$ cat src/rtl/lbm_step_sequencer.sv
// LBM time-step sequencer: collide -> stream -> boundary -> advance, for MAX_TIME steps.
// Optional snapshot handshake every SNAPSHOT_INTERVAL steps when LBM_SEQ_SNAPSHOT_EN is defined.

module lbm_step_sequencer #(
  parameter int MAX_TIME          = 100,
  parameter int TIME_COUNT_WIDTH  = $clog2(MAX_TIME),
  parameter int SNAPSHOT_INTERVAL = 10
) (
  input  logic                      Clk,
  input  logic                      Reset,
  input  logic                      Run,
  input  logic                      Pause,
  input  logic                      Clear,
  output logic                      Collide_start,
  input  logic                      Collide_done,
  output logic                      Stream_start,
  input  logic                      Stream_done,
  output logic                      Bound_start,
  input  logic                      Bound_done,
  output logic                      Step_en,
  output logic                      Snap_req,
  input  logic                      Snap_ack,
  output logic [TIME_COUNT_WIDTH:0] Time_step,
  output logic [2:0]                Phase,
  output logic                      Busy,
  output logic                      Finished
);

  localparam int TW = TIME_COUNT_WIDTH + 1;
  localparam logic [TW-1:0] LAST = TW'(MAX_TIME);

  typedef enum logic [2:0] {
    S_IDLE    = 3'd0,
    S_COLLIDE = 3'd1,
    S_STREAM  = 3'd2,
    S_BOUND   = 3'd3,
    S_ADVANCE = 3'd4,
    S_PAUSED  = 3'd5,
    S_SNAP    = 3'd6,
    S_DONE    = 3'd7
  } state_t;

  state_t          state;
  state_t          state_nx;
  logic [TW-1:0]   ts_inc;
  logic            clr_cnt;
  logic            adv;
  logic            snap_hit;

  // End-of-step routing once the count (and any snapshot) is settled
  function automatic state_t decide(input logic last, input logic pause);
    if (last)       return S_DONE;
    else if (pause) return S_PAUSED;
    else            return S_COLLIDE;
  endfunction

  assign ts_inc = Time_step + TW'(1);

  always_comb begin
    state_nx = state;
    clr_cnt  = 1'b0;
    adv      = 1'b0;
    unique case (state)
      S_IDLE: begin
        if (Run) state_nx = S_COLLIDE;
      end
      // A done landing in the start cycle belongs to nothing yet
      S_COLLIDE: begin
        if (!Collide_start && Collide_done) state_nx = S_STREAM;
      end
      S_STREAM: begin
        if (!Stream_start && Stream_done) state_nx = S_BOUND;
      end
      S_BOUND: begin
        if (!Bound_start && Bound_done) state_nx = S_ADVANCE;
      end
      S_ADVANCE: begin
        adv = 1'b1;
        if (snap_hit) state_nx = S_SNAP;
        else          state_nx = decide(ts_inc == LAST, Pause);
      end
      S_SNAP: begin
`ifdef LBM_SEQ_SNAPSHOT_EN
        if (Snap_ack) state_nx = decide(Time_step == LAST, Pause);
`else
        state_nx = S_IDLE;
`endif
      end
      S_PAUSED: begin
        if (Clear) begin
          state_nx = S_IDLE;
          clr_cnt  = 1'b1;
        end else if (Run) begin
          state_nx = S_COLLIDE;
        end
      end
      S_DONE: begin
        if (Clear) begin
          state_nx = S_IDLE;
          clr_cnt  = 1'b1;
        end
      end
      default: state_nx = S_IDLE;
    endcase
  end

  always_ff @(posedge Clk) begin
    if (!Reset) begin
      state         <= S_IDLE;
      Time_step     <= '0;
      Collide_start <= 1'b0;
      Stream_start  <= 1'b0;
      Bound_start   <= 1'b0;
      Step_en       <= 1'b0;
    end else begin
      state         <= state_nx;
      Collide_start <= (state_nx == S_COLLIDE) && (state != S_COLLIDE);
      Stream_start  <= (state_nx == S_STREAM) && (state != S_STREAM);
      Bound_start   <= (state_nx == S_BOUND) && (state != S_BOUND);
      Step_en       <= (state_nx == S_ADVANCE);
      if (clr_cnt)
        Time_step <= '0;
      else if (adv && Time_step != LAST)
        Time_step <= ts_inc;
    end
  end

`ifdef LBM_SEQ_SNAPSHOT_EN
  localparam int SW = $clog2(SNAPSHOT_INTERVAL + 1);
  localparam logic [SW-1:0] SNAP_LAST = SW'(SNAPSHOT_INTERVAL - 1);

  logic [SW-1:0] snap_cnt;

  assign snap_hit = adv && (snap_cnt == SNAP_LAST);

  always_ff @(posedge Clk) begin
    if (!Reset) begin
      snap_cnt <= '0;
      Snap_req <= 1'b0;
    end else begin
      Snap_req <= (state_nx == S_SNAP);
      if (clr_cnt || snap_hit)
        snap_cnt <= '0;
      else if (adv)
        snap_cnt <= snap_cnt + SW'(1);
    end
  end
`else
  localparam int snap_interval_unused = SNAPSHOT_INTERVAL;
  logic snap_ack_unused;

  assign snap_ack_unused = Snap_ack;
  assign snap_hit        = 1'b0;
  assign Snap_req        = 1'b0;
`endif

  assign Phase    = state;
  assign Busy     = !(state inside {S_IDLE, S_PAUSED, S_DONE});
  assign Finished = (state == S_DONE);

endmodule

$ cat config.mk
export PLATFORM = sky130hd
export DESIGN_NAME = lbm_step_sequencer
export DESIGN_NICKNAME = d
export VERILOG_FILES = /design/src/rtl/lbm_step_sequencer.sv
export SDC_FILE = /design/constraint.sdc
export NUM_CORES = 1
export LEC_CHECK = 0
export ABC_AREA = 0
export BUFFER_PORTS_ARGS = -buffer_cell sky130_fd_sc_hd__buf_4
export CAP_MARGIN = 20
export CORE_UTILIZATION = 40
export CTS_BUF_LIST = sky130_fd_sc_hd__clkbuf_16
export CTS_CLUSTER_DIAMETER = 60
export DETAILED_ROUTE_END_ITERATION = 7
export PLACE_DENSITY = 0.76
export SKIP_CTS_REPAIR_TIMING = 1
export SLEW_MARGIN = 20
export SYNTH_ARGS = -nofsm -noshare
export SYNTH_HDL_FRONTEND = slang
export SYNTH_SLANG_ARGS = --single-unit
$ cat constraint.sdc
create_clock -name Clk -period 3 [get_ports Clk]
set_clock_uncertainty 0.2 [all_clocks]
set_input_delay 0.6 -clock Clk [delete_from_list [all_inputs] [get_ports Clk]]
set_output_delay 0.6 -clock Clk [all_outputs]
set_load 0.005 [all_outputs]
After elaboration in Yosys (flattened, before gate mapping)

Cells that the tools add are included.

Multiplexer cells: 12
Bitwise gates (word level): 1
$add $sub $neg: 1
Equal/unequal tests: 16
Reduce and logical (&&, ||, !) cells: 15

Operator list:

| cell                                                                   | number |
|---|---|
| 3-bit 2-to-1 mux                                                       | 8 |
| 3-bit case mux with 8 select lines                                     | 1 |
| 3-bit equality test (second input constant)                            | 5 |
| 3-bit by 2-bit equality test with 1-bit output (second input constant) | 4 |
| 8-bit by 1-bit adder with 8-bit output (second input constant)         | 1 |
| 8-bit by 7-bit equality test with 1-bit output (second input constant) | 1 |
| 8-bit by 7-bit != test with 1-bit output (second input constant)       | 1 |
| 1-bit logical AND                                                      | 7 |
| 3-bit by 1-bit equality test with 1-bit output (second input constant) | 2 |
| 3-bit by 2-bit != test with 1-bit output (second input constant)       | 2 |
| 1-bit zero test                                                        | 4 |
| 2-bit OR reduction                                                     | 2 |
| 3-bit zero test                                                        | 1 |
| 1-bit 2-to-1 mux                                                       | 3 |
| 3-bit by 1-bit != test with 1-bit output (second input constant)       | 1 |
| 3-bit nonzero test                                                     | 1 |
| 1-bit NOT                                                              | 1 |

Register bits: 15
Word-level logic and storage cells: 51
Output and inout bits: 18
Bits of input ports: 9

Depth between registers and ports, before layout

Depth in word-level cells: 6
Gate-level depth with buffers: 6
Depth with buffers taken out: 6

Least setup slack after synthesis

No wires, ideal clock.

Kind: reg-to-output
Start point: register state[0], in the netlist Phase[0]
End point: output Busy
Path buffers: 1
Stages on the path, launching flop included: 4
Slack: 1117 ps
Required time: 2200 ps
Arrival: 1083 ps
Path through: dfxtp_1 > buf_2 > or3_1 > a21boi_0

Longest elaborated chain between the ends: 3
Elaborated cells on any way between the ends: 5
Those cells by class: eq/ne: 2; reduce/logical: 3

Ends and longest elaborated chain:

| element                                                       | line | text |
|---|---|---|
| start, declared                                               | 43   | `state_t state;` |
| start signal, assigned                                        | 116  | `state <= state_nx;` |
| 3-bit equality test / 3-bit zero test (equally long branches) | 158  | `assign Busy = !(state inside {S_IDLE, S_PAUSED, S_DONE});` |
| 3-bit nonzero test (*)                                        | 158  |  |
| 1-bit zero test (*)                                           | 158  |  |
| end, declared                                                 | 25   | `output logic Busy,` |

Mark *: on every way between the ends. The rest lies on a longest branch, timed or not.

Worst setup path after layout

Ends and elaborated chain as after synthesis.

==> impl_metrics.json <==
{
  "status": "finished clean",
  "drc": 0,
  "drtIter0Drc": 37,
  "rsz0062_at_grt": "false",
  "design.core.area_sq_um": 1980,
  "grt_pass1_wl_microns": 3270,
  "synth-seq-cells": 15,
  "grt_max_degree": 17,
  "r2r_slack_ps": 980,
  "portBuffers": 24,
  "p_clk_share_pct": 47.2,
  "wl_per_cell_microns": 13.4,
  "area_delta_synth_final_pct": 31.9,
  "synth.avg_cell_area_sq_um": 8.18,
  "maxSlewViolCount": 0,
  "cts_buffers": 3,
  "cts_tree": "done",
  "clk_pin_slew_worst_paths_ps": 50,
  "clk_root_buffer_cell": "clkbuf_16",
  "hold_viol": 0,
  "rows": 16,
  "required_ps": 2200,
  "critPathSlowestCell": "or3_1",
  "period_share_pct": 77.3,
  "fin_cells": 155,
  "num_vias": 857,
  "crit_type": "flip-flop to primary output",
  "critPathMaxStageDelay_ps": 500,
  "die_width_microns": 48.1,
  "nets": 140,
  "track_usage_pct": 20.6,
  "place_inst": 151,
  "p_comb_share_pct": 12.6,
  "drive_gt1_share_pct": 23.4,
  "arrival_ps": 1520,
  "start_util_pct": 42.9,
  "synth_edf_count": 0,
  "routed_wl_microns": 2080,
  "ys_types": 40,
  "p_switching_mw": 0.127,
  "hpwl_microns": 1490,
  "cap_violations": 0,
  "critPathLaunch": "Phase[0]",
  "antenna_found_initial": 0,
  "cp.depth": 3,
  "ys_seq_area_share_pct": 35.3,
  "switching_share_pct": 23.3,
  "grt_pass1_vias": 776,
  "dieArea_sq_um": 2320,
  "synth-async-reset-ratio_pct": 0,
  "post-route-cell-area_sq_um": 1120,
  "critPathBufInv": 1,
  "fin_tns_setup_ps": 0,
  "endpoint": "Busy",
  "firstDrtPassIters": 4,
  "gp_congestion": 0.956,
  "crit_chain": "or3_1 -> a21boi_0 -> buf_4",
  "synthCells": 104,
  "die_h_microns": 48.1,
  "ctsLongestPathBuffers": 2,
  "synth_fp_nets": 115,
  "crit_path_max_fanout": 16,
  "yosys_warnings": 0,
  "critPathLaunchType": "flip-flop",
  "cts_num_sinks": 15,
  "clkLatencyLatePin_ps": 240,
  "p_int_mw": 0.420,
  "critPathTopFamily": "simple AND/OR/NAND/NOR gates",
  "grt_overflow": 0,
  "via_per_inst": 5.53,
  "critPathCaptureType": "primary output",
  "seq_power_share_pct": 40.2,
  "reg2reg_to": "Collide_start",
  "hold_ws_ps": 356,
  "r2r_start": "Time_step[1]",
  "leakagePower_nw": 0.433,
  "fin_util_pct": 56.6,
  "final_antenna_net_count": 0,
  "p_per_area_nw_per_um2": 487,
  "setup_viol": 0,
  "ys.flop_type": "dfxtp_1",
  "diodes": 0,
  "ff2ff_path_depth": 5,
  "post_dp_cell_area_sq_um": 1040,
  "ios": 27,
  "worstHoldPathType": "flip-flop to flip-flop",
  "peakVddDrop_v": 0.000352,
  "min_period_ps": 2320,
  "syn_area_sq_um": 851,
  "ctsHtreeMaxLevel": 1,
  "clock.fmax_ghz": 0.431
}
cell families after synthesis:
family / after synthesis / synth area share, %
and+or+nand+nor: 46 / 30.7
AOI/OAI and AO/OA: 24 / 19.6
DFF: 15 / 35.3
buffers and inverters: 11 / 5.74
xor gates and xnor gates: 4 / 4.12
adders and majority gates: 2 / 2.94
other: 1 / 0.441
muxes: 1 / 1.18
through the flow:
step                power, mW  setup WS [ps]
finish                  0.547            682
global route            0.566            627
CTS                     0.552            673
detailed placement      0.292            949
global placement        0.290            948
floorplan               0.262           1120
cells in the mapped netlist, types with 2 or more instances:
master    instances  area [sq um]
dfxtp_1          15           300
nor2_1            9          33.8
inv_1             7          26.3
a21oi_1           6          30.0
nand2_1           6          22.5
nor2b_1           5          31.3
nor3_1            4          20.0
or3_1             4          25.0
buf_2             3          15.0
nand3_1           3          15.0
nor4_1            3          18.8
o21ai_0           3          15.0
xnor2_1           3          26.3
a211oi_1          2          15.0
ha_1              2          25.0
nand2b_1          2          12.5
nand4_1           2          12.5
o211ai_1          2          15.0
o21ai_1           2          10.0
worst reg2reg max path, delay by kind of cell (launching register included):
family                     cells  cell delay [ps]
and+or+nand+nor                1              450
AOI/OAI and AO/OA              3              570
adders and majority gates      1              260
DFF                            1              420
area by class of cell:
type / instances / area (sq um)
tap: 27 / 33.8
clock inverter: 1 / 5.00
timing repair buffer: 24 / 180
multi-input combinational: 78 / 502
clock buffer: 3 / 75.1
inverter: 7 / 26.3
sequential: 15 / 300
fill: 181 / 860
how the worst min path moves through the flow:
stage                      start      endpoint  slack (ps)  depth (start not counted)
floorplan           Time_step[6]  Time_step[6]         300                          2
global placement    Time_step[6]  Time_step[6]         310                          2
detailed placement  Time_step[6]  Time_step[6]         340                          2
CTS                 Time_step[6]  Time_step[6]         350                          2
global route        Time_step[7]  Time_step[7]         390                          2
finish              Time_step[6]  Time_step[6]         360                          2
routing by layer:
metal	global-route usage, %	share of wire [%]
met1	24.4	44
met2	36.2	49
met3	3.33	6.7
met4	9.44	0
met5	0	0
state kept, by name (all words and copies together), names as in the netlist:
signal,flops
Step_en,1
Stream_start,1
Phase,3
Collide_start,1
Bound_start,1
Time_step,8
cells in the final DEF, fill, tap and decap left out, types with 2 or more instances in the layout:
master and count:
o211ai_1 2, clkbuf_16 3, nand3_1 3, a21oi_1 6, nand2b_1 2, a211oi_1 2, nor4_1 3, nor3_1 4
xnor2_1 3, nor2b_1 5, nand2_1 6, nor2_1 9, inv_1 7, nand4_1 2, buf_4 24, o21ai_0 3
ha_1 2, or3_1 4, dfxtp_1 15, o21ai_1 2
power by group through the flow:
| stage | clock network [mW] | logic [mW] | registers (mW) |
|---|---|---|---|
| final | 0.258 | 0.0690 | 0.220 |
| after floorplan | 0 | 0.0451 | 0.217 |
| after CTS | 0.263 | 0.0689 | 0.220 |
| after global routing | 0.269 | 0.0766 | 0.221 |
| after global placement | 0 | 0.0666 | 0.223 |
| after detailed placement | 0 | 0.0684 | 0.223 |
Power figures use the tool's default switching activity.
